<file path="src/rtl/mips_multicycle_sequencer.sv">
// -----------------------------------------------------------------------------
// mips_multicycle_sequencer
//
// Multi-cycle control FSM for the MIPS datapath. One memory port is shared
// between instruction fetch (address from PC) and data access (address from
// the ALU result). Each instruction moves through
// IDLE/FETCH/DECODE/EXEC/MEM/WB/BRANCH/JUMP and the datapath strobes are
// decoded from the state register and the latched opcode (opQ). A wait
// counter bounds every memory access. When it expires, the sticky bus_err
// flag is set and the sequencer parks in IDLE until reset.
//
// Opcode map: R=0, beq=1, bne=2, sw=3, lw=4, addi=5, andi=6, ori=7, slti=8, J=9.
//
// Optional build macro: SEQ_PERF_CNT_EN adds the cyc_cnt and ret_cnt
// performance counters.
//
// Ports:
//   clk, rst_n        clock (rising edge), synchronous active-low reset
//   run               enable instruction sequencing (sampled in IDLE and at retire)
//   opcode            IR[31:26], stable from DECODE onward
//   ir_zero           IR is all zeros (nop)
//   alu_zero          ALU zero flag (branch condition)
//   mem_ready         memory completes the access this cycle
//   mem_req           memory access request
//   mem_sel_data      0 = address from PC, 1 = address from ALU result
//   mem_we            memory write
//   ir_write          load IR
//   pc_write          load PC
//   pc_src            00 = PC+4, 01 = branch target, 10 = jump target
//   alu_src           ALU B operand = immediate
//   alu_op            ALU operation code
//   reg_write         register-file write
//   reg_dst           destination register = rd
//   mem_to_reg        writeback from memory data
//   retire            one-cycle pulse, instruction completed
//   illegal           one-cycle pulse, unknown opcode
//   bus_err           sticky memory-timeout flag
//   state             current state encoding (IDLE=0 ... JUMP=7)
//   cyc_cnt, ret_cnt  non-IDLE cycle count and retire count (SEQ_PERF_CNT_EN only)
// -----------------------------------------------------------------------------
module mips_multicycle_sequencer #(
  parameter int OPW    = 6,
  parameter int TO_W   = 4,
  parameter int TO_MAX = 15
) (
  input  logic           clk,
  input  logic           rst_n,
  input  logic           run,
  input  logic [OPW-1:0] opcode,
  input  logic           ir_zero,
  input  logic           alu_zero,
  input  logic           mem_ready,
  output logic           mem_req,
  output logic           mem_sel_data,
  output logic           mem_we,
  output logic           ir_write,
  output logic           pc_write,
  output logic [1:0]     pc_src,
  output logic           alu_src,
  output logic [2:0]     alu_op,
  output logic           reg_write,
  output logic           reg_dst,
  output logic           mem_to_reg,
  output logic           retire,
  output logic           illegal,
  output logic           bus_err,
  output logic [2:0]     state
`ifdef SEQ_PERF_CNT_EN
  ,
  output logic [31:0]    cyc_cnt,
  output logic [31:0]    ret_cnt
`endif
);

  typedef enum logic [2:0] {
    IDLE   = 3'd0,
    FETCH  = 3'd1,
    DECODE = 3'd2,
    EXEC   = 3'd3,
    MEM    = 3'd4,
    WB     = 3'd5,
    BRANCH = 3'd6,
    JUMP   = 3'd7
  } seqState;

  localparam logic [OPW-1:0] OpR    = OPW'(0);
  localparam logic [OPW-1:0] OpBeq  = OPW'(1);
  localparam logic [OPW-1:0] OpBne  = OPW'(2);
  localparam logic [OPW-1:0] OpSw   = OPW'(3);
  localparam logic [OPW-1:0] OpLw   = OPW'(4);
  localparam logic [OPW-1:0] OpAddi = OPW'(5);
  localparam logic [OPW-1:0] OpAndi = OPW'(6);
  localparam logic [OPW-1:0] OpOri  = OPW'(7);
  localparam logic [OPW-1:0] OpSlti = OPW'(8);
  localparam logic [OPW-1:0] OpJ    = OPW'(9);

  localparam logic [2:0] AluAdd = 3'b000;
  localparam logic [2:0] AluSub = 3'b001;
  localparam logic [2:0] AluR   = 3'b010;
  localparam logic [2:0] AluAnd = 3'b011;
  localparam logic [2:0] AluOr  = 3'b100;
  localparam logic [2:0] AluSlt = 3'b111;

  seqState         stateQ, stateD;
  logic [OPW-1:0]  opQ;
  logic [TO_W-1:0] waitCnt;
  logic            busErrQ;
  logic            memPhase;
  logic            timeout;
  seqState         retireTo;

  // ALU control for EXEC and WB; lw/sw use add for the address computation.
  function automatic logic [2:0] execAluOp(input logic [OPW-1:0] op);
    case (op)
      OpR:     execAluOp = AluR;
      OpAndi:  execAluOp = AluAnd;
      OpOri:   execAluOp = AluOr;
      OpSlti:  execAluOp = AluSlt;
      default: execAluOp = AluAdd;
    endcase
  endfunction

  assign memPhase = (stateQ == FETCH) || (stateQ == MEM);
  // The access that is still waiting while the counter sits at TO_MAX is
  // abandoned. A ready on that same cycle still completes normally.
  assign timeout  = memPhase && !mem_ready && (waitCnt == TO_W'(TO_MAX));
  // run is looked at only when an instruction retires, so dropping it
  // mid-instruction never truncates the sequence.
  assign retireTo = run ? FETCH : IDLE;

  // NOTE: every output and stateD gets a default before the case statement,
  // so no path through this block can leave a value held (no latches).
  always_comb begin
    stateD       = stateQ;
    mem_req      = 1'b0;
    mem_sel_data = 1'b0;
    mem_we       = 1'b0;
    ir_write     = 1'b0;
    pc_write     = 1'b0;
    pc_src       = 2'b00;
    alu_src      = 1'b0;
    alu_op       = AluAdd;
    reg_write    = 1'b0;
    reg_dst      = 1'b0;
    mem_to_reg   = 1'b0;
    retire       = 1'b0;
    illegal      = 1'b0;

    case (stateQ)
      IDLE: begin
        if (run && !busErrQ) stateD = FETCH;
      end

      FETCH: begin
        mem_req = 1'b1;
        if (mem_ready) begin
          ir_write = 1'b1;
          pc_write = 1'b1;
          stateD   = DECODE;
        end else if (timeout) begin
          stateD = IDLE;
        end
      end

      DECODE: begin
        // The opcode input is used directly here. opQ captures it at the
        // end of this cycle for the states that follow.
        if (ir_zero) begin
          retire = 1'b1;
          stateD = retireTo;
        end else begin
          case (opcode)
            OpR, OpSw, OpLw, OpAddi, OpAndi, OpOri, OpSlti: stateD = EXEC;
            OpBeq, OpBne:                                   stateD = BRANCH;
            OpJ:                                            stateD = JUMP;
            default: begin
              illegal = 1'b1;
              stateD  = retireTo;
            end
          endcase
        end
      end

      EXEC: begin
        alu_op  = execAluOp(opQ);
        alu_src = (opQ != OpR);
        stateD  = (opQ == OpLw || opQ == OpSw) ? MEM : WB;
      end

      MEM: begin
        mem_req      = 1'b1;
        mem_sel_data = 1'b1;
        mem_we       = (opQ == OpSw);
        alu_op       = AluAdd;
        alu_src      = 1'b1;
        if (mem_ready) begin
          if (opQ == OpSw) begin
            retire = 1'b1;
            stateD = retireTo;
          end else begin
            stateD = WB;
          end
        end else if (timeout) begin
          stateD = IDLE;
        end
      end

      WB: begin
        reg_write  = 1'b1;
        reg_dst    = (opQ == OpR);
        mem_to_reg = (opQ == OpLw);
        alu_op     = execAluOp(opQ);
        alu_src    = (opQ != OpR);
        retire     = 1'b1;
        stateD     = retireTo;
      end

      BRANCH: begin
        alu_op   = AluSub;
        pc_src   = 2'b01;
        pc_write = ((opQ == OpBeq) && alu_zero) || ((opQ == OpBne) && !alu_zero);
        retire   = 1'b1;
        stateD   = retireTo;
      end

      JUMP: begin
        pc_write = 1'b1;
        pc_src   = 2'b10;
        retire   = 1'b1;
        stateD   = retireTo;
      end

      default: stateD = IDLE;
    endcase
  end

  // NOTE: state is updated with non-blocking assignments, so every register
  // in this block sees the values from before the clock edge.
  always_ff @(posedge clk) begin
    if (!rst_n) begin
      stateQ  <= IDLE;
      opQ     <= '0;
      waitCnt <= '0;
      busErrQ <= 1'b0;
    end else begin
      stateQ <= stateD;
      if (stateQ == DECODE) opQ <= opcode;
      if (timeout) busErrQ <= 1'b1;
      // The counter is zero outside FETCH/MEM, so each access starts from 0.
      // It clears again on completion or on timeout.
      if (memPhase && !mem_ready && !timeout) waitCnt <= waitCnt + TO_W'(1);
      else                                    waitCnt <= '0;
    end
  end

  assign bus_err = busErrQ;
  assign state   = stateQ;

`ifdef SEQ_PERF_CNT_EN
  always_ff @(posedge clk) begin
    if (!rst_n) begin
      cyc_cnt <= '0;
      ret_cnt <= '0;
    end else begin
      if (stateQ != IDLE) cyc_cnt <= cyc_cnt + 32'd1;
      if (retire)         ret_cnt <= ret_cnt + 32'd1;
    end
  end
`endif

endmodule

</file>
<file path="config.mk">
export PLATFORM = sky130hd
export DESIGN_NAME = mips_multicycle_sequencer
export DESIGN_NICKNAME = d
export VERILOG_FILES = /design/src/rtl/mips_multicycle_sequencer.sv
export SDC_FILE = /design/constraint.sdc
export NUM_CORES = 1
export LEC_CHECK = 0
export ABC_AREA = 0
export ABC_CLOCK_PERIOD_IN_PS = 2000
export BUFFER_PORTS_ARGS = -buffer_cell sky130_fd_sc_hd__clkbuf_2
export CAP_MARGIN = 10
export CORE_MARGIN = 3
export CORE_UTILIZATION = 43
export DETAILED_ROUTE_END_ITERATION = 8
export GPL_TIMING_DRIVEN = 0
export PLACE_DENSITY = 0.68
export SYNTH_ARGS = -nofsm -noshare
export SYNTH_HDL_FRONTEND = slang
export SYNTH_SLANG_ARGS = --single-unit
export TNS_END_PERCENT = 5
</file>
<file path="constraint.sdc">
create_clock -name clk -period 2 [get_ports clk]
set_clock_uncertainty 0.2 [all_clocks]
set_input_delay 0.2 -clock clk [delete_from_list [all_inputs] [get_ports clk]]
set_output_delay 0.2 -clock clk [all_outputs]
set_load 0.1 [all_outputs]
</file>
==> out/metrics.csv <==
metric;value;unit
regArea;298;um^2
synthSimpleGateAreaFrac;0.355;
dieArea;2890;um^2
grt_max_degree;11;
rsz0062_at_grt;yes;
htreeDepth;1;
violations;negative setup slack;
yosys.area.top_type;dfxtp_1;
drv_slew;0;
synthTopCellsByArea;dfxtp_1 (29%), mux2i_1 (6.1%), buf_6 (5.7%);
setup-violations-final;8;
drive_gt1_frac;0.443;
synthXorXnorAreaFrac;0.0358;
wl_per_cell;15.1;um
drt_iter0_markers;18;
synthCells;122;
min_period_over_period;1.20;
synth_seq_area_share;0.286;
worstPathRequired;1.60;ns
grt_usage;0.212;
yosys.cell_types.count;40;
fp-row-count;16;
post_cts_buffers;0;
die_y;53.7;um
hpwl;1900;um
cts.sinks;14;
syn2layout_area_growth;54.5;%
viasPerCell;5.66;
leakagePower;0.633;nW
worstSetupEndpointType;primary output;
status;finished with violations;
synth_top_area_share;0.286;
total_power;0.619;mW
insertion_delay;0.29;ns
placed_area;1250;um^2
syn_area_per_cell;8.03;um^2
io_buffer_count;31;
hp-class;in2reg;
fin_util;0.734;
antenna_found_initial;0;
layout_common_cells;clkbuf_2 (17), nor2_1 (8), a21oi_1 (8), nor2b_1 (8);
vias;1047;
maxCapViolCount;0;
drc_errors;0;
yosys_warnings;0;
syn_area;980;um^2
worst_pin_slew;0.562;ns
cts_buffers;3;
cp-start-kind;register;
critPathKind;reg2out;
stdcell_area;1510;um^2
final_cells;185;
root_buffer;clkbuf_4;
path_max_fanout;10;
period_needed;2.41;ns
synthAdderAreaFrac;0.0128;
ys_async_sr_fraction;0;
syn_nets;135;
grt_pass1_wl;4450;um
gp_congestion;0.819;
detail-route-antenna-nets;0;
synth_edf_count;0;
overflow;0;
initial_utilization;0.475;
irDropWorstVdd;0.377;mV
synth.area.mux_share;0.0613;
core_area;2060;um^2
power.density;409;nW/um^2
fin_nets;172;
cts_tree;built;
slew_headroom;0.621;
hold_violations;0;
clk_pin_slew;0.09;ns
worstPathArrival;2.01;ns
firstDrtPassIters;4;
clock.fmax;415;MHz
fin_setup_tns;-1.37;ns
setup_ws;-0.410;ns
antenna_cells;0;
final_common_cell;clkbuf_2;
dpl.cell_count;180;
die_w;53.7;um
io_pins;32;
wl;2800;um
ys.flop_type;dfxtp_1;
multi_input_area;712;um^2
synth_compound_area_frac;0.157;
num-fill-cells;159;
cts.path.max_buffers;2;
ys_seq_elements;14;
synth_top_family_by_area;simple AND/OR/NAND/NOR gates;
grt_pass1_vias;987;
cells by family (layout without fill, tap and decap cells):
family,after synthesis,after routing
adders and majority gates,1,1
AOI/OAI and AO/OA,24,24
xor gates and xnor gates,4,4
and+or+nand+nor,60,60
DFF,14,14
muxes,6,6
buffers and inverters,13,49
cells in the mapped netlist (2+ instances only):
cell type   n
or3_1       3
and3_2      2
mux2i_1     6
buf_6       5
a21oi_1     8
nand2b_1    2
nand3b_1    4
nor2b_1     8
xnor2_1     2
inv_1       5
xor2_1      2
o21ai_0     6
nor3_1      4
dfxtp_1    14
nand2_1     7
nand3_1     6
nor4_1      3
nor2_1     13
flip-flops by register name (all words and copies together) (netlist names):
name,cells
waitCnt,4
bus_err,1
opQ,6
state,3
per-layer routing:
| metal | wire length (um) | share of wire | vias to the layer above | global-route usage |
|---|---|---|---|---|
| met2 | 1440 | 0.52 | 29 | 0.365 |
| met1 | 1230 | 0.44 | 501 | 0.266 |
| met4 | 42 | 0.015 | 0 | 0.0936 |
| met5 | 0 | 0 | - | 0 |
| li1 | - | - | 512 | - |
| met3 | 88 | 0.031 | 5 | 0.0194 |
critical path, cell delays in order (launching register included):
cell,delay [ns]
dfxtp_4,0.36
buf_6,0.14
xnor2_1,0.13
or3_4,0.35
or3_4,0.37
o21bai_4,0.16
clkbuf_16,0.22
where the power goes:
part           switching [mW]  internal [mW]  total [mW]
combinational           0.110         0.0539       0.164
clock                  0.0962         0.0726       0.169
sequential            0.00525          0.280       0.286
total                   0.212          0.407       0.619
area by class of cell:
cell class	count	area share
tap	27	0.0223
clock buffer	3	0.0149
sequential	14	0.197
buffer	7	0.0471
timing repair buffer	32	0.229
clock inverter	1	0.00248
multi-input combinational	95	0.470
inverter	6	0.0174
per-stage QoR:
stage	hold WS, ns	setup slack (ns)
2_1_floorplan	0.132	-0.420
3_3_place_gp	0.235	-0.276
3_5_place_dp	0.244	-0.286
4_1_cts	0.0422	-0.380
5_1_grt	0.0611	-0.439
6_report	0.0370	-0.410
final timing paths:
kind / from / to / slack (ns) / cells after the start
setup / recovery: state[1]$_SDFFE_PN0P_ / alu_op[0] / -0.41 / 6
hold / removal: opcode[3] / opQ[3]$_SDFFE_PN0P_ / 0.04 / 3
setup reg to reg: state[2]$_SDFFE_PN0P_ / state[0]$_SDFFE_PN0P_ / 0.20 / 6
hold reg to reg: waitCnt[0]$_SDFF_PN0_ / waitCnt[0]$_SDFF_PN0_ / 0.25 / 1
what timing repair did:
item	in CTS	in global routing
endpoints found under the hold margin	1	0
gates resized for setup	33	12
hold buffers	1	0
setup endpoints to repair	12	13
gates cloned	0	0
pin swaps	2	3
(Power assumes the default switching activity.)
